<file path="src/rtl/operand_fetch_stage_pkg.sv">
`default_nettype none
// +----------------------------------------------------------------------+
// | operand_fetch_stage_pkg                                              |
// | Shared widths, the r0 index and the operand source encoding.         |
// | Rev 1.0                                                              |
// +----------------------------------------------------------------------+
package operand_fetch_stage_pkg;

  localparam int DATA_W = 32;
  localparam int ADDR_W = 5;
  localparam int CTRL_W = 8;

  localparam logic [ADDR_W-1:0] REG_ZERO = '0;

  typedef enum logic [1:0] {
    SRC_ZERO    = 2'd0,
    SRC_BYPASS  = 2'd1,
    SRC_REGFILE = 2'd2
  } op_src_e;

endpackage
`default_nettype wire

</file>
<file path="src/rtl/operand_fetch_stage_if.sv">
`default_nettype none
// +----------------------------------------------------------------------+
// | operand_fetch_if                                                     |
// | Upstream, register-file, writeback and downstream signals of the     |
// | operand fetch stage. Rev 1.0                                         |
// +----------------------------------------------------------------------+
interface operand_fetch_if #(
  parameter int DATA_W = operand_fetch_stage_pkg::DATA_W,
  parameter int ADDR_W = operand_fetch_stage_pkg::ADDR_W,
  parameter int CTRL_W = operand_fetch_stage_pkg::CTRL_W
);
  logic              in_valid;
  logic              in_ready;
  logic [ADDR_W-1:0] in_rs1;
  logic [ADDR_W-1:0] in_rs2;
  logic [ADDR_W-1:0] in_rd;
  logic [CTRL_W-1:0] in_ctrl;
  logic [ADDR_W-1:0] readReg1;
  logic [ADDR_W-1:0] readReg2;
  logic [DATA_W-1:0] readData1;
  logic [DATA_W-1:0] readData2;
  logic              wb_regWrite;
  logic [ADDR_W-1:0] wb_writeReg;
  logic [DATA_W-1:0] wb_writeData;
  logic              flush;
  logic              out_valid;
  logic              out_ready;
  logic [DATA_W-1:0] out_op_a;
  logic [DATA_W-1:0] out_op_b;
  logic [ADDR_W-1:0] out_rs1;
  logic [ADDR_W-1:0] out_rs2;
  logic [ADDR_W-1:0] out_rd;
  logic [CTRL_W-1:0] out_ctrl;

  modport slave (
    input  in_valid, in_rs1, in_rs2, in_rd, in_ctrl,
    output in_ready, readReg1, readReg2,
    input  readData1, readData2,
    input  wb_regWrite, wb_writeReg, wb_writeData, flush, out_ready,
    output out_valid, out_op_a, out_op_b, out_rs1, out_rs2, out_rd, out_ctrl
  );

  modport master (
    output in_valid, in_rs1, in_rs2, in_rd, in_ctrl,
    input  in_ready, readReg1, readReg2,
    output readData1, readData2,
    output wb_regWrite, wb_writeReg, wb_writeData, flush, out_ready,
    input  out_valid, out_op_a, out_op_b, out_rs1, out_rs2, out_rd, out_ctrl
  );
endinterface
`default_nettype wire

</file>
<file path="src/rtl/operand_fetch_stage_operand_select.sv">
`default_nettype none
// +----------------------------------------------------------------------+
// | operand_select                                                       |
// | Zero / writeback-bypass / register-file choice for one operand.      |
// | Rev 1.0                                                              |
// +----------------------------------------------------------------------+
module operand_select #(
  parameter int DATA_W = operand_fetch_stage_pkg::DATA_W,
  parameter int ADDR_W = operand_fetch_stage_pkg::ADDR_W
) (
  input  wire logic [ADDR_W-1:0] i_src_idx,
  input  wire logic [DATA_W-1:0] i_rf_data,
  input  wire logic              i_wb_en,
  input  wire logic [ADDR_W-1:0] i_wb_reg,
  input  wire logic [DATA_W-1:0] i_wb_data,
  output logic      [DATA_W-1:0] o_data
);
  import operand_fetch_stage_pkg::*;

  op_src_e w_src;

  // r0 wins over a bypass so a stray write to index 0 can never leak out
  always_comb begin
    w_src = SRC_REGFILE;
    if (i_src_idx == ADDR_W'(REG_ZERO)) begin
      w_src = SRC_ZERO;
    end else if (i_wb_en && (i_wb_reg == i_src_idx)) begin
      w_src = SRC_BYPASS;
    end
  end

  always_comb begin
    o_data = i_rf_data;
    case (w_src)
      SRC_ZERO:   o_data = '0;
      SRC_BYPASS: o_data = i_wb_data;
      default:    o_data = i_rf_data;
    endcase
  end

endmodule
`default_nettype wire

</file>
<file path="src/rtl/operand_fetch_stage.sv">
`default_nettype none
// +----------------------------------------------------------------------+
// | operand_fetch_stage                                                  |
// | Single-slot operand fetch with writeback bypass and stall snooping.  |
// | Rev 1.0                                                              |
// +----------------------------------------------------------------------+
module operand_fetch_stage #(
  parameter int DATA_W = operand_fetch_stage_pkg::DATA_W,
  parameter int ADDR_W = operand_fetch_stage_pkg::ADDR_W,
  parameter int CTRL_W = operand_fetch_stage_pkg::CTRL_W
) (
  input  wire logic        clk,
  input  wire logic        reset,
  operand_fetch_if.slave   bus
);
  import operand_fetch_stage_pkg::*;

  logic              valid_q, valid_d;
  logic [DATA_W-1:0] op_a_q, op_a_d, op_b_q, op_b_d;
  logic [ADDR_W-1:0] rs1_q, rs1_d, rs2_q, rs2_d, rd_q, rd_d;
  logic [CTRL_W-1:0] ctrl_q, ctrl_d;

  logic              w_in_ready;
  logic              w_capture;
  logic [DATA_W-1:0] w_sel_a, w_sel_b;

  assign w_in_ready   = !valid_q || bus.out_ready;
  assign w_capture    = bus.in_valid && w_in_ready && !bus.flush;
  assign bus.in_ready = w_in_ready;
  assign bus.readReg1 = bus.in_rs1;
  assign bus.readReg2 = bus.in_rs2;

  operand_select #(.DATA_W(DATA_W), .ADDR_W(ADDR_W)) u_sel_a (
    .i_src_idx (bus.in_rs1),
    .i_rf_data (bus.readData1),
    .i_wb_en   (bus.wb_regWrite),
    .i_wb_reg  (bus.wb_writeReg),
    .i_wb_data (bus.wb_writeData),
    .o_data    (w_sel_a)
  );

  operand_select #(.DATA_W(DATA_W), .ADDR_W(ADDR_W)) u_sel_b (
    .i_src_idx (bus.in_rs2),
    .i_rf_data (bus.readData2),
    .i_wb_en   (bus.wb_regWrite),
    .i_wb_reg  (bus.wb_writeReg),
    .i_wb_data (bus.wb_writeData),
    .o_data    (w_sel_b)
  );

  always_comb begin
    valid_d = valid_q;
    op_a_d  = op_a_q;
    op_b_d  = op_b_q;
    rs1_d   = rs1_q;
    rs2_d   = rs2_q;
    rd_d    = rd_q;
    ctrl_d  = ctrl_q;
    if (bus.flush) begin
      valid_d = 1'b0;
    end else if (w_capture) begin
      valid_d = 1'b1;
      op_a_d  = w_sel_a;
      op_b_d  = w_sel_b;
      rs1_d   = bus.in_rs1;
      rs2_d   = bus.in_rs2;
      rd_d    = bus.in_rd;
      ctrl_d  = bus.in_ctrl;
    end else if (valid_q && !bus.out_ready) begin
      // Stalled: a writeback to a held source must refresh the operand
      if (bus.wb_regWrite && (bus.wb_writeReg == rs1_q) && (rs1_q != ADDR_W'(REG_ZERO)))
        op_a_d = bus.wb_writeData;
      if (bus.wb_regWrite && (bus.wb_writeReg == rs2_q) && (rs2_q != ADDR_W'(REG_ZERO)))
        op_b_d = bus.wb_writeData;
    end else begin
      valid_d = 1'b0;
    end
  end

  always_ff @(posedge clk) begin
    if (reset) begin
      valid_q <= 1'b0;
      op_a_q  <= '0;
      op_b_q  <= '0;
      rs1_q   <= '0;
      rs2_q   <= '0;
      rd_q    <= '0;
      ctrl_q  <= '0;
    end else begin
      valid_q <= valid_d;
      op_a_q  <= op_a_d;
      op_b_q  <= op_b_d;
      rs1_q   <= rs1_d;
      rs2_q   <= rs2_d;
      rd_q    <= rd_d;
      ctrl_q  <= ctrl_d;
    end
  end

  assign bus.out_valid = valid_q;
  assign bus.out_op_a  = op_a_q;
  assign bus.out_op_b  = op_b_q;
  assign bus.out_rs1   = rs1_q;
  assign bus.out_rs2   = rs2_q;
  assign bus.out_rd    = rd_q;
  assign bus.out_ctrl  = ctrl_q;

endmodule
`default_nettype wire

</file>
<file path="src/flat_wrapper.sv">
// flat-port wrapper written by rule: the top's interface ports become plain ports
module operand_fetch_stage_flat import operand_fetch_stage_pkg::*;
#(
  parameter int DATA_W = operand_fetch_stage_pkg::DATA_W,
  parameter int ADDR_W = operand_fetch_stage_pkg::ADDR_W,
  parameter int CTRL_W = operand_fetch_stage_pkg::CTRL_W
)
  (clk, reset, bus_in_valid, bus_in_rs1, bus_in_rs2, bus_in_rd, bus_in_ctrl, bus_in_ready, bus_readReg1, bus_readReg2, bus_readData1, bus_readData2, bus_wb_regWrite, bus_wb_writeReg, bus_wb_writeData, bus_flush, bus_out_ready, bus_out_valid, bus_out_op_a, bus_out_op_b, bus_out_rs1, bus_out_rs2, bus_out_rd, bus_out_ctrl);
  operand_fetch_if #(.DATA_W(DATA_W), .ADDR_W(ADDR_W), .CTRL_W(CTRL_W)) bus_i ();
  input  wire logic clk;
  input  wire logic reset;
  input wire logic [$bits(bus_i.in_valid)-1:0] bus_in_valid;
  input wire logic [$bits(bus_i.in_rs1)-1:0] bus_in_rs1;
  input wire logic [$bits(bus_i.in_rs2)-1:0] bus_in_rs2;
  input wire logic [$bits(bus_i.in_rd)-1:0] bus_in_rd;
  input wire logic [$bits(bus_i.in_ctrl)-1:0] bus_in_ctrl;
  output wire logic [$bits(bus_i.in_ready)-1:0] bus_in_ready;
  output wire logic [$bits(bus_i.readReg1)-1:0] bus_readReg1;
  output wire logic [$bits(bus_i.readReg2)-1:0] bus_readReg2;
  input wire logic [$bits(bus_i.readData1)-1:0] bus_readData1;
  input wire logic [$bits(bus_i.readData2)-1:0] bus_readData2;
  input wire logic [$bits(bus_i.wb_regWrite)-1:0] bus_wb_regWrite;
  input wire logic [$bits(bus_i.wb_writeReg)-1:0] bus_wb_writeReg;
  input wire logic [$bits(bus_i.wb_writeData)-1:0] bus_wb_writeData;
  input wire logic [$bits(bus_i.flush)-1:0] bus_flush;
  input wire logic [$bits(bus_i.out_ready)-1:0] bus_out_ready;
  output wire logic [$bits(bus_i.out_valid)-1:0] bus_out_valid;
  output wire logic [$bits(bus_i.out_op_a)-1:0] bus_out_op_a;
  output wire logic [$bits(bus_i.out_op_b)-1:0] bus_out_op_b;
  output wire logic [$bits(bus_i.out_rs1)-1:0] bus_out_rs1;
  output wire logic [$bits(bus_i.out_rs2)-1:0] bus_out_rs2;
  output wire logic [$bits(bus_i.out_rd)-1:0] bus_out_rd;
  output wire logic [$bits(bus_i.out_ctrl)-1:0] bus_out_ctrl;
  assign bus_i.in_valid = bus_in_valid;
  assign bus_i.in_rs1 = bus_in_rs1;
  assign bus_i.in_rs2 = bus_in_rs2;
  assign bus_i.in_rd = bus_in_rd;
  assign bus_i.in_ctrl = bus_in_ctrl;
  assign bus_in_ready = bus_i.in_ready;
  assign bus_readReg1 = bus_i.readReg1;
  assign bus_readReg2 = bus_i.readReg2;
  assign bus_i.readData1 = bus_readData1;
  assign bus_i.readData2 = bus_readData2;
  assign bus_i.wb_regWrite = bus_wb_regWrite;
  assign bus_i.wb_writeReg = bus_wb_writeReg;
  assign bus_i.wb_writeData = bus_wb_writeData;
  assign bus_i.flush = bus_flush;
  assign bus_i.out_ready = bus_out_ready;
  assign bus_out_valid = bus_i.out_valid;
  assign bus_out_op_a = bus_i.out_op_a;
  assign bus_out_op_b = bus_i.out_op_b;
  assign bus_out_rs1 = bus_i.out_rs1;
  assign bus_out_rs2 = bus_i.out_rs2;
  assign bus_out_rd = bus_i.out_rd;
  assign bus_out_ctrl = bus_i.out_ctrl;
  operand_fetch_stage #(.DATA_W(DATA_W), .ADDR_W(ADDR_W), .CTRL_W(CTRL_W)) u_core (.clk(clk), .reset(reset), .bus(bus_i));
endmodule
</file>
<file path="config.mk">
export PLATFORM = sky130hd
export DESIGN_NAME = operand_fetch_stage_flat
export DESIGN_NICKNAME = d
export VERILOG_FILES = /design/src/rtl/operand_fetch_stage_pkg.sv /design/src/rtl/operand_fetch_stage_if.sv /design/src/rtl/operand_fetch_stage_operand_select.sv /design/src/rtl/operand_fetch_stage.sv /design/src/flat_wrapper.sv
export SDC_FILE = /design/constraint.sdc
export NUM_CORES = 1
export LEC_CHECK = 0
export CORE_MARGIN = 4
export CORE_UTILIZATION = 43
export DETAILED_ROUTE_END_ITERATION = 16
export HOLD_SLACK_MARGIN = 0.15
export PLACE_DENSITY_LB_ADDON = 0.08
export SLEW_MARGIN = 5
export SYNTH_ARGS = -nofsm -noshare
export SYNTH_HDL_FRONTEND = slang
export SYNTH_SLANG_ARGS = --single-unit
</file>
<file path="constraint.sdc">
create_clock -name clk -period 3.6 [get_ports clk]
set_input_delay 0.72 -clock clk [delete_from_list [all_inputs] [get_ports clk]]
set_output_delay 0.72 -clock clk [all_outputs]
set_load 0.02 [all_outputs]
</file>
## Yosys cells after proc, flatten, opt, wreduce, memory -nomap -nowiden

Cells that the tools add are included.

- Bitwise operators: 1
- Equality and inequality tests: 7
- Mux-type cells: 14
- Reductions and logical operators: 26

Operators by type and width:

| cell | count |
|---|---|
| $mux W32 | 6 |
| $pmux W32 S2 | 2 |
| $eq A5 B5 Y1 | 4 |
| $logic_not A5 Y1 | 2 |
| $reduce_bool A5 Y1 | 2 |
| $logic_and A1 B1 Y1 | 9 |
| $mux W2 | 4 |
| $reduce_and A3 Y1 | 2 |
| $reduce_bool A2 Y1 | 3 |
| $eq A2 B1 Y1 const B | 2 |
| $logic_not A2 Y1 | 2 |
| $logic_not A1 Y1 | 3 |
| $mux W1 | 2 |
| $ne A2 B1 Y1 const B | 1 |
| $reduce_and A2 Y1 | 1 |
| $reduce_or A2 Y1 | 1 |
| $logic_or A1 B1 Y1 | 1 |
| $not A1 Y1 | 1 |

- Word-level logic and storage cells: 55
- Input bits: 130
- Output and inout port bits: 99
- Register bits: 88

## Logic depth before layout (Yosys ltp)

- Depth after elaboration: 7
- Depth in mapped cells: 8
- Gate-level depth less buffers: 6

## Hierarchy

Synthesis repeated with hierarchy kept, for this count alone.

- Cells, all modules: 722
- Area, all modules: 5594.1 um2

Modules (own cells, without submodules):

| module | sequential area each (um2) | area an instance (um2) | instances | cells an instance |
|---|---|---|---|---|
| operand_fetch_stage | 1761.7 | 4302.9 | 1 | 476 |
| operand_select | 0.0 | 645.6 | 2 | 123 |

## Least setup slack after synthesis

No wires, ideal clock.

- Path kind: input-to-reg
- From: input port bus_wb_writeReg[0]
- To: register u_core.op_a_q[10] (netlist: u_core.bus.out_op_a[10])
- Setup time: 0.141 ns
- Setup slack: 1.461 ns
- Path buffers: 2
- Required time: 3.459 ns
- Stages: 7
- Arrival time: 1.999 ns
- Path through: buf_2 -> xnor2_1 -> nand3_2 -> o41a_4 -> buf_6 -> a221oi_2 -> nor3_2

- Word-level cells in the longest chain between the ends: 7
- Elaborated cells between the ends (all ways): 13
- Classes of those cells: eq/ne: 3; mux: 4; reduce/logical: 6

Ends and longest elaborated chain:

| item | line | RTL |
|---|---|---|
| from (decl) | flat_wrapper.sv:23 | `input wire logic [$bits(bus_i.wb_writeReg)-1:0] bus_wb_writeReg;` |
| $eq A5 B5 Y1 | operand_fetch_stage_operand_select.sv:27 | `end else if (i_wb_en && (i_wb_reg == i_src_idx)) begin` |
| $logic_and A1 B1 Y1 | operand_fetch_stage_operand_select.sv:27 |  |
| $mux W2 | operand_fetch_stage_operand_select.sv:27 |  |
| $mux W2 | operand_fetch_stage_operand_select.sv:25 | `if (i_src_idx == ADDR_W'(REG_ZERO)) begin` |
| $eq A2 B1 Y1 or $logic_not A2 Y1 (tied branches) | operand_fetch_stage_operand_select.sv:34 | `case (w_src)` |
| $pmux W32 S2 | operand_fetch_stage_operand_select.sv:34 |  |
| $mux W32 | operand_fetch_stage.sv:61 | `end else if (w_capture) begin` |
| to (signal assigned) | operand_fetch_stage.sv:91 | `op_a_q <= op_a_d;` |
| to (decl) | operand_fetch_stage.sv:19 | `logic [DATA_W-1:0] op_a_q, op_a_d, op_b_q, op_b_d;` |

Parallel ways exist; a longest one is shown, timed or not.
A chain may end at the register's enable or synchronous reset.

## Worst setup path after layout

- From: input port bus_wb_writeReg[1]
- To: register u_core.op_a_q[5] (netlist: u_core.bus.out_op_a[5])

Same word-level chain as after synthesis.

==> reports/qor.txt <==
Clock buffer depth = 2
Vias in the first global route = 4545
Synth Area in XOR/XNOR = 3.56%
Register area share after synthesis = 39.8%
CP delay by family, top = compound AO/OA/AOI/OAI gates
Die area = 12000 µm²
Fin crit share = 85.0%
CTS tree = built
Syn Nets = 592
Reg2reg path depth = 7
Critical path type = in2reg
Min-Delay Path Depth = 2
DRT antenna net count = 0
CTS hold repair buffers = 0
HP Class = reg2reg
Die width = 110 µm
Buf/Inv on CP = 2
Die height = 110 µm
Outcome = finished, final reports clean
Post-CTS Resized = 0
Clock tree root driver cell = clkbuf_8
CP Data Required Time = 3.89 ns
Fillcell total = 814
IO Port Bufs = 228
Hold_sp = u_core.bus.out_ctrl[7]
Area of placed instances = 6670 µm²
Reg2reg start = u_core.bus.out_valid
First-pass GRT wire length = 22800 µm
Synth Area in Adders = 0%
Via count = 4417
Initial core utilization = 44.7%
Post-synthesis register bit count = 88
Cell Area, Synth = 4430 µm²
Critical path arrival = 3.35 ns
Worst-Margin Slew = 1.13 ns
Post-layout min period = 3.06 ns
Setup crit end kind = flop
Syn. warnings = 0
Initial antenna violation count = 0
Register Area = 1760 µm²
Synth cell types = 38
Largest net degree at the start of global routing = 57
Critical-path maximum fanout = 17
Pins Over Slew Limit = 0
Endpoints failing hold = 0
CP cell instances = clkdlybuf4s50_1, xnor2_1, and4_4, a211oi_4, buf_4, a221oi_2, nor3_2
Reg2reg end = u_core.bus.out_op_a[21]
Post-synthesis simple-gate area fraction = 17.7%
I/O pin total = 229
Maxcap violations = 0
Row cnt = 36
Slowest-stage cell, CP = a211oi_4
Critical path's largest stage delay = 0.93 ns
Area grow syn2layout = 55.1%
CP Launch Type = input pin
Pwr dens = 358 nW/µm²
Area leader, netlist = dfxtp_1
Ant. Diodes = 0
Number of H-tree levels = 3
Vias/cell = 5.54
Syn avg cell area = 9.59 µm²
Hold Path Sink = u_core.bus.out_ctrl[7]
Final WL = 15000 µm
CTS buffer count = 9
Detailed Route Iter0 Violations = 196
Synth top area share = 39.8%
Post-synthesis mux area share = 0%
Setup tns final = 0 ns
Clock Latency Late Sink = 0.36 ns
Synth Area in Compound Gates = 31.0%
Final number of setup-violating endpoints = 0
DRC errors left = 0
Total power = 2460 µW
Area of the core = 9910 µm²
Peak supply drop = 0.193 mV
Multi-input gate area = 2340 µm²
Max_slew headroom = 24.7%
Fin area = 6870 µm²
Postcts setup bufs = 0
DP HPWL = 10900 µm
First drt pass iteration count = 5
Largest family of logic cells by synthesized area = compound AO/OA/AOI/OAI gates
Most common cell after layout, fill and taps aside = clkdlybuf4s50_1
Worst-path clk slew = 0.08 ns
Most frequent cells in the layout = 227 x clkdlybuf4s50_1, 88 x dfxtp_1, 56 x a21oi_1
Fmax = 327 MHz
FF-to-FF setup slack = 1.08 ns
Layout Nets = 789
Routed WL per cell = 18.8 µm
Static Leakage = 0.00256 µW
Grt ovf = 0
Gpl congestion = 0.825
Max Clock Skew = 0.00766 ns
Unrepaired setup endpoints after global routing = no
CTS Sinks = 88
GRT Overall Usage = 24.4%
Synth Instances = 462
Top cells by area, synth = dfxtp_1 40%, a221oi_2 10%, nor3_2 6.8%
Fraction of layout cells with a size suffix above 1 = 16.0%
==> layer usage <==
layer	track usage [%]	up-vias	share of wire [%]
met5	0	-	0
met1	28.7	2114	40
met4	9.71	0	2.6
li1	-	2093	-
met2	42.8	182	50
met3	5.40	28	7.5
==> layout make-up <==
type,count,area share [%]
repair buffers,241,34.7
flip-flops and latches,88,25.6
well taps,133,2.42
clock inverters,5,0.819
inverters,4,0.218
clock buffers,11,2.06
multi-input cells,315,34.1
==> report_power, final <==
group	total [µW]	internal [µW]	switching, µW	leakage [µW]
clock network	698	339	359	0.0000993
logic	691	346	345	0.00174
registers	1070	1040	35.9	0.000725
total	2460	1720	740	0.00256
==> worst max-delay path by stage <==
stage                                  start  cells after the start                 endpoint
after global routing      bus_wb_writeReg[1]                      7  u_core.bus.out_op_a[10]
after global placement    bus_wb_writeReg[1]                      7  u_core.bus.out_op_a[19]
after floorplan           bus_wb_writeReg[0]                      7  u_core.bus.out_op_a[10]
after CTS                 bus_wb_writeReg[1]                      7   u_core.bus.out_op_a[6]
after detailed placement  bus_wb_writeReg[1]                      7   u_core.bus.out_op_a[6]
final                     bus_wb_writeReg[1]                      7   u_core.bus.out_op_a[5]
==> sequential cells by signal, indices dropped and copies added, names as in the netlist <==
signal / count
u_core.bus.out_ctrl: 8
u_core.bus.out_op_a: 32
u_core.bus.out_op_b: 32
u_core.bus.out_rd: 5
u_core.bus.out_rs1: 5
u_core.bus.out_rs2: 5
u_core.bus.out_valid: 1
==> tightest hold or removal path: stages, from the launching register on <==
cell and delay [ns]:
dfxtp_1 0.31, nand2_1 0.05, a21oi_1 0.05
==> cell usage after synthesis <==
cell type	instances
nand3_1	1
nor4_1	2
nor3_1	2
nor4_2	2
nor2_1	36
nor2b_4	1
a21oi_2	1
nand3_2	1
o41ai_4	1
o21bai_4	1
nand3b_2	1
buf_2	16
a31o_2	2
a211oi_2	1
nand2_1	50
buf_4	10
a22oi_1	32
o31ai_1	32
buf_1	2
or4_1	1
and2_1	5
or3_1	1
a21oi_4	1
buf_6	10
a21oi_1	56
a221oi_2	30
a211oi_4	1
xnor2_1	12
or4_4	1
inv_1	4
o41a_4	1
a221oi_1	2
dfxtp_1	88
clkbuf_1	17
xor2_1	6
nor3b_1	1
nor3_2	30
and4_4	1
==> stage by stage <==
step / util [%] / hold slack [ns] / cells / setup WS (ns)
floorplan: - / 0.534 / 462 / 1.46
detailed placement: 67.3 / 0.448 / 781 / 0.136
finish: 69.3 / 0.457 / 797 / 0.540
global placement: 67.3 / 0.441 / 781 / 0.206
global route: 69.3 / 0.481 / 797 / 0.355
CTS: 69.3 / 0.460 / 797 / 0.520
==> logic make-up (layout without fill, tap and decap cells) <==
family,count (synthesis),in the layout
AND/OR/NAND/NOR,136,136
AO/OA/AOI/OAI,161,161
XOR/XNOR,18,18
flip-flops,88,88
buffers and inverters,59,261
No activity file was read; power rests on OpenSTA's default activity.
